**src/rtl/ascon_byte_loader.sv**
```systemverilog
// rtl/ascon_byte_loader.sv - byte-serial frame loader for the Ascon core operands and mode
module ascon_byte_loader #(
    parameter int TIMEOUT_CYCLES = 1000
) (
    input  logic         clk,
    input  logic         rst,
    input  logic [7:0]   data_in,
    input  logic         data_valid,
    output logic         data_ready,
    output logic [127:0] reg0_128b,
    output logic [127:0] reg1_128b,
    output logic [127:0] reg2_128b,
    output logic [2:0]   operation_mode,
    output logic         operation_ready,
    output logic         busy,
    output logic         timeout_err
);

    typedef enum logic [1:0] {
        IDLE  = 2'd0,
        LOAD  = 2'd1,
        ISSUE = 2'd2
    } state_t;

    // The abort fires on the idle cycle that would bring the counter to the limit.
    localparam logic [15:0] IDLE_LAST = 16'(TIMEOUT_CYCLES - 1);

    state_t      state;
    logic [2:0]  pend;       // mask bits still to be loaded in this frame
    logic [3:0]  byte_cnt;
    logic [15:0] idle_cnt;
    logic [2:0]  cur;        // one-hot current target register
    logic [2:0]  rest;       // pending targets after the current one
    logic        accept;

    assign data_ready = (state != ISSUE);
    assign busy       = (state != IDLE);
    assign accept     = data_valid && data_ready;

    // Lowest pending mask bit selects the register being shifted (order reg0, reg1, reg2).
    always_comb begin
        cur = 3'b000;
        if (pend[0])
            cur = 3'b001;
        else if (pend[1])
            cur = 3'b010;
        else if (pend[2])
            cur = 3'b100;
        rest = pend & ~cur;
    end

    // Frame FSM: header decode, MSB-first operand shifting, issue pulse and inter-byte timeout.
    always_ff @(posedge clk) begin
        if (rst) begin
            state           <= IDLE;
            pend            <= 3'b000;
            byte_cnt        <= 4'd0;
            idle_cnt        <= 16'd0;
            reg0_128b       <= '0;
            reg1_128b       <= '0;
            reg2_128b       <= '0;
            operation_mode  <= 3'b000;
            operation_ready <= 1'b0;
            timeout_err     <= 1'b0;
        end else begin
            operation_ready <= 1'b0;
            case (state)
                IDLE: begin
                    if (accept && data_in[7]) begin
                        operation_mode <= data_in[2:0];
                        timeout_err    <= 1'b0;
                        pend           <= data_in[6:4];
                        byte_cnt       <= 4'd0;
                        idle_cnt       <= 16'd0;
                        if (data_in[6:4] == 3'b000) begin
                            state           <= ISSUE;
                            operation_ready <= 1'b1;
                        end else begin
                            state <= LOAD;
                        end
                    end
                end
                LOAD: begin
                    if (accept) begin
                        idle_cnt <= 16'd0;
                        byte_cnt <= byte_cnt + 4'd1;
                        if (cur[0]) reg0_128b <= {reg0_128b[119:0], data_in};
                        if (cur[1]) reg1_128b <= {reg1_128b[119:0], data_in};
                        if (cur[2]) reg2_128b <= {reg2_128b[119:0], data_in};
                        if (byte_cnt == 4'd15) begin
                            pend <= rest;
                            if (rest == 3'b000) begin
                                state           <= ISSUE;
                                operation_ready <= 1'b1;
                            end
                        end
                    end else if (idle_cnt == IDLE_LAST) begin
                        idle_cnt    <= 16'd0;
                        state       <= IDLE;
                        timeout_err <= 1'b1;
                    end else begin
                        idle_cnt <= idle_cnt + 16'd1;
                    end
                end
                ISSUE: begin
                    state <= IDLE;
                end
                default: begin
                    state <= IDLE;
                end
            endcase
        end
    end

endmodule

```
**config.mk**
```make
export PLATFORM = sky130hd
export DESIGN_NAME = ascon_byte_loader
export DESIGN_NICKNAME = d
export VERILOG_FILES = /design/src/rtl/ascon_byte_loader.sv
export SDC_FILE = /design/constraint.sdc
export NUM_CORES = 1
export LEC_CHECK = 0
export CAP_MARGIN = 20
export CORE_MARGIN = 2
export CORE_UTILIZATION = 45
export CTS_BUF_LIST = sky130_fd_sc_hd__clkbuf_16
export CTS_CLUSTER_DIAMETER = 60
export DETAILED_ROUTE_END_ITERATION = 16
export HOLD_SLACK_MARGIN = 0.05
export PLACE_DENSITY_LB_ADDON = 0.25
export SLEW_MARGIN = 20
export SYNTH_ARGS = -nofsm -noshare
export SYNTH_HDL_FRONTEND = slang
export SYNTH_SLANG_ARGS = --single-unit
```
**constraint.sdc**
```tcl
create_clock -name clk -period 5.8 [get_ports clk]
set_clock_uncertainty 0.1 [all_clocks]
set_input_delay 0.87 -clock clk [delete_from_list [all_inputs] [get_ports clk]]
set_output_delay 0.87 -clock clk [all_outputs]
set_load 0.02 [all_outputs]
```
# After elaboration in Yosys (flattened, before gate mapping)
# Index checks and enable logic that the tools add are counted.
# totals
reg_bits	414
latchBits	0
mem_bits_rw	0
rom_bits	0
in_bits	11
elab_cells	73
memories	0
# op_classes
add_sub_neg	2
multipliers	0
n_div	0
magnitude_cmp	0
eq_ne	12
shifts	0
mux	31
n_bitwise	2
reduce_logical	16
# op_table
cell	count
2-to-1 mux 16 bit	3
one-hot mux 16 bit (2 select lines)	1
2-to-1 mux 3 bit	6
adder 16 x 1 -> 16 bit (second input constant)	1
equality test 16 x 10 -> 1 bit (second input constant)	1
2-to-1 mux 2 bit	6
inequality test 2 bit (second input constant)	6
AND reduction 3 bit	4
AND reduction 4 bit	3
inequality test 3 bit (second input constant)	3
2-to-1 mux 1 bit	8
2-to-1 mux 4 bit	2
one-hot mux 4 bit (2 select lines)	1
zero test 3 bit	2
one-hot mux 3 bit (2 select lines)	1
adder 4 x 1 -> 4 bit (second input constant)	1
equality test 4 bit (second input constant)	1
one-hot mux 1 bit (2 select lines)	2
one-hot mux 2 bit (2 select lines)	1
AND reduction 2 bit	2
nonzero test 2 bit	2
AND 3 bit	1
NOT 3 bit	1
equality test 2 x 1 -> 1 bit (second input constant)	1
other kinds (2)	3

# Logic depth before layout (Yosys ltp)
# depth
word_depth	10
depth_mapped	8

# Worst setup path before layout
# No wires, ideal clock.
# synth_timing
kind	in2reg
startpoint	in data_in[7]
endpoint	reg idle_cnt[15]
setup_ns	0.086
arrival_ns	2.253
required_ns	5.614
setup_slack_ns	3.361
stages	6
cell_sequence	buf_4 -> a21oi_2 -> or4_1 -> buf_2 -> or4_1 -> a211oi_1
# synth_between
elab_chain_len	3
# synth_lines
element	line	rtl
start, declared	7	input logic [7:0] data_in,
logical AND 1 bit	69	if (accept && data_in[7]) begin
inequality test 2 bit (no source line)	-	
AND reduction 2 bit (no source line)	-	
end signal, assigned	102	idle_cnt <= idle_cnt + 16'd1;
end, declared	31	logic [15:0] idle_cnt;
# Every way passes these cells.
# A chain may end at the register's enable or synchronous reset.

# Worst setup path after layout
# layout_timing
startpoint	in data_valid
endpoint	reg reg0_128b[8]
# layout_between
elab_chain_len	2
# layout_lines
element	line	rtl
start, declared	8	input logic data_valid,
logical AND 1 bit	38	assign accept = data_valid && data_ready;
AND reduction 3 bit (no source line)	-	
end signal, assigned	87	if (cur[0]) reg0_128b <= {reg0_128b[119:0], data_in};
end, declared	10	output logic [127:0] reg0_128b,
# Every way passes these cells.

==> flow_metrics.env <==
export IMPL_synth_top_cell_by_area="dfxtp_1"
export IMPL_antenna_found_initial=3
export IMPL_grt_total_usage_pct=23.4
export IMPL_postSynthAreaPerCell_um2=7.88
export IMPL_detail_route_wl_per_cell_um=16.0
export IMPL_p_leak_uw=0.00637
export IMPL_maxCapViolations=0
export IMPL_gp_congestion=0.814
export IMPL_cts_root_buf="clkbuf_16"
export IMPL_cp_data_arrival_time_ps=3640
export IMPL_htreeDepth=2
export IMPL_final_cell_mix="nand2_1, dfxtp_1, clkdlybuf4s50_1"
export IMPL_cts_sinks=414
export IMPL_synth_warning_count=0
export IMPL_path_cells="clkdlybuf4s50_1, and3b_1, and2_4, buf_4, nand2_1, a21oi_1"
export IMPL_synth_area_um2=14600
export IMPL_synth_seq_area_share_pct=56.9
export IMPL_final_common_cell="nand2_1"
export IMPL_clkSlewWorstSetupHoldPaths_ps=60
export IMPL_cts_buffers=44
export IMPL_cts_resized=0
export IMPL_drc_errors=0
export IMPL_die_y_um=184
export IMPL_p_int_uw=4370
export IMPL_grt_pass1_wl_um=64300
export IMPL_switchingPower_uw=1200
export IMPL_relSlewSlack_pct=27.7
export IMPL_critical_path_top_delay_family="simple AND/OR/NAND/NOR gates"
export IMPL_async_flop_share_pct=0
export IMPL_cp_end_kind="flip-flop"
export IMPL_synth_flop_cell="dfxtp_1"
export IMPL_vias_per_cell=5.11
export IMPL_synth_fp_nets=1861
export IMPL_rows=65
export IMPL_io_buffers=401
export IMPL_fin_hold_ws_ps=354
export IMPL_finalWirelength_um=41500
export IMPL_vdd_ir_drop_max_mv=0.190
export IMPL_worstPathRequired_ps=6140
export IMPL_fin_crit_sh_pct=56.9
export IMPL_postCtsSetupBuffers=0
export IMPL_netlist_instances=1848
export IMPL_min_period_ps=3300
export IMPL_cts_tree="built"
export IMPL_outcome="finished clean"
export IMPL_path_class="in2reg"
export IMPL_num_vias=13300
export IMPL_nets=2178
export IMPL_grt_pass1_vias=12200
export IMPL_startpoint_type="input port"
export IMPL_hp_class="reg2reg"
export IMPL_rsz0062_at_grt="false"
export IMPL_maxSlewViolCount=0
export IMPL_die_area_um2=33800
export IMPL_synth_cell_types=46
export IMPL_busiest_layer="met2"
export IMPL_powerDensity_nw_per_um2=278
export IMPL_clkPwrFrac_pct=46.5
export IMPL_multiInputGateArea_um2=5700
export IMPL_final_layout_size_suffix_gt1_share_pct=3.55
export IMPL_use_met2_pct=38.9
export IMPL_area_growth_pct=37.3
export IMPL_ioPinCount=402
export IMPL_hold_viol=0
export IMPL_gr_usage_met3_pct=7.61
export IMPL_synth_area_leaders="dfxtp_1, nand2_1, a21oi_1"
export IMPL_seq_area_um2=8290
export IMPL_cts_hold_buffers=0
export IMPL_coreArea_um2=31700
export IMPL_grt_max_degree=177
export IMPL_synth_top_area_share_pct=56.9
export IMPL_cp_max_fo=103
export IMPL_drtPass1Iterations=7
export IMPL_setup_tns_ps=0
export IMPL_gr_total_overflow=0
export IMPL_comb_power_share_pct=2.1
export IMPL_use_met1_pct=28.0
export IMPL_max_freq_mhz=303
export IMPL_setup_violations_final=0
export IMPL_post_dp_hpwl_um=26800
export IMPL_die_x_um=184
export IMPL_p_seq_share_pct=51.3
export IMPL_drtIter0Drc=833
export IMPL_initial_utilization_pct=45.9
export IMPL_crit_slowest_cell="and2_4"
export IMPL_ys_ff_latch=414
export IMPL_max_stage_delay_ps=860
export IMPL_synth_edf_count=0
export IMPL_clk_path_buf_depth=3
export IMPL_tightestPinTransition_ps=1080
export IMPL_netSwitchingFraction_pct=21.5
export IMPL_clk_latency_ps=530
export IMPL_filler_cell_count=2763
export IMPL_path_buf_inv=2
export IMPL_ant_nets=0
==> Yosys cell counts (2+ instances only) <==
cell and number:
ha_1 2, nand3b_1 4, a21oi_1 395, and2_1 2
nand2_1 787, nor4_1 4, nand4_1 10, xor2_1 4
and3b_1 2, nand3_1 6, inv_1 3, nand4b_1 2
dfxtp_1 414, a31oi_1 2, clkbuf_1 87, nand2b_1 5
nor4b_1 2, buf_2 46, nor2_1 9, or3_1 6
o21ai_0 9, nor3_1 8, or4_1 4, xnor2_1 4
a211oi_1 6, buf_1 5
==> tightest hold or removal path: stages, from the launching register on <==
cell     delay [ps]
dfxtp_1         300
nand2_1          50
a21oi_1          50
==> logic make-up after synthesis <==
logic type | after synthesis | share of synthesized area [%]
XOR/XNOR | 8 | 0.481
adder cells (fa/ha/maj) | 3 | 0.241
AO/OA/AOI/OAI | 421 | 14.8
flip-flops | 414 | 56.9
buffers and inverters | 143 | 4.11
AND/OR/NAND/NOR | 859 | 23.4
==> through the flow <==
| stage | power [µW] | setup slack [ps] | instances | util, % | instance area [µm²] |
|---|---|---|---|---|---|
| 6_report | 5560 | 2500 | 2601 | 63.0 | 20000 |
| 5_1_grt | 5750 | 2290 | 2601 | 63.0 | 20000 |
| 4_1_cts | 5620 | 2520 | 2599 | 63.0 | 20000 |
| 3_5_place_dp | 3040 | 2000 | 2521 | 58.8 | 18600 |
| 3_3_place_gp | 3040 | 2090 | 2521 | 58.8 | 18600 |
| 2_1_floorplan | 3000 | 3360 | 1848 | - | 14600 |
==> power groups by stage <==
stage / logic, µW / registers [µW] / clock network (µW)
5_1_grt: 129 / 2860 / 2770
3_3_place_gp: 118 / 2920 / 0
2_1_floorplan: 78.6 / 2920 / 0
3_5_place_dp: 119 / 2920 / 0
4_1_cts: 119 / 2860 / 2650
6_report: 119 / 2860 / 2590
==> flip-flops by register name, summed over array words and instances (netlist names) <==
| name | count |
|---|---|
| reg0_128b | 128 |
| reg1_128b | 128 |
| reg2_128b | 128 |
| idle_cnt | 16 |
| byte_cnt | 4 |
| operation_mode | 3 |
| pend | 3 |
| state | 2 |
| operation_ready | 1 |
| timeout_err | 1 |
==> layer usage <==
layer  share of wire [%]  wire, µm
met5               0.031        13
met4                 4.0      1650
met3                 8.4      3490
met2                  47     19600
met1                  40     16800
==> worst paths after layout <==
check / startpoint / to / slack, ps / cells after the start
min: reg1_128b[127] / reg1_128b[127] / 350 / 2
max reg2reg: state[0] / reg0_128b[8] / 3010 / 5
max: data_valid / reg0_128b[8] / 2500 / 6
min reg2reg: reg1_128b[127] / reg1_128b[127] / 350 / 2
==> cell type report <==
| class | count | share of cell area (%) |
|---|---|---|
| diodes | 2 | 0.0250 |
| clock buffers | 45 | 5.64 |
| clock inverters | 33 | 1.01 |
| inverters | 4 | 0.0751 |
| multi-input cells | 1291 | 28.5 |
| flip-flops and latches | 414 | 41.5 |
| well taps | 402 | 2.52 |
| repair buffers | 410 | 20.7 |
(Power assumes the default switching activity.)
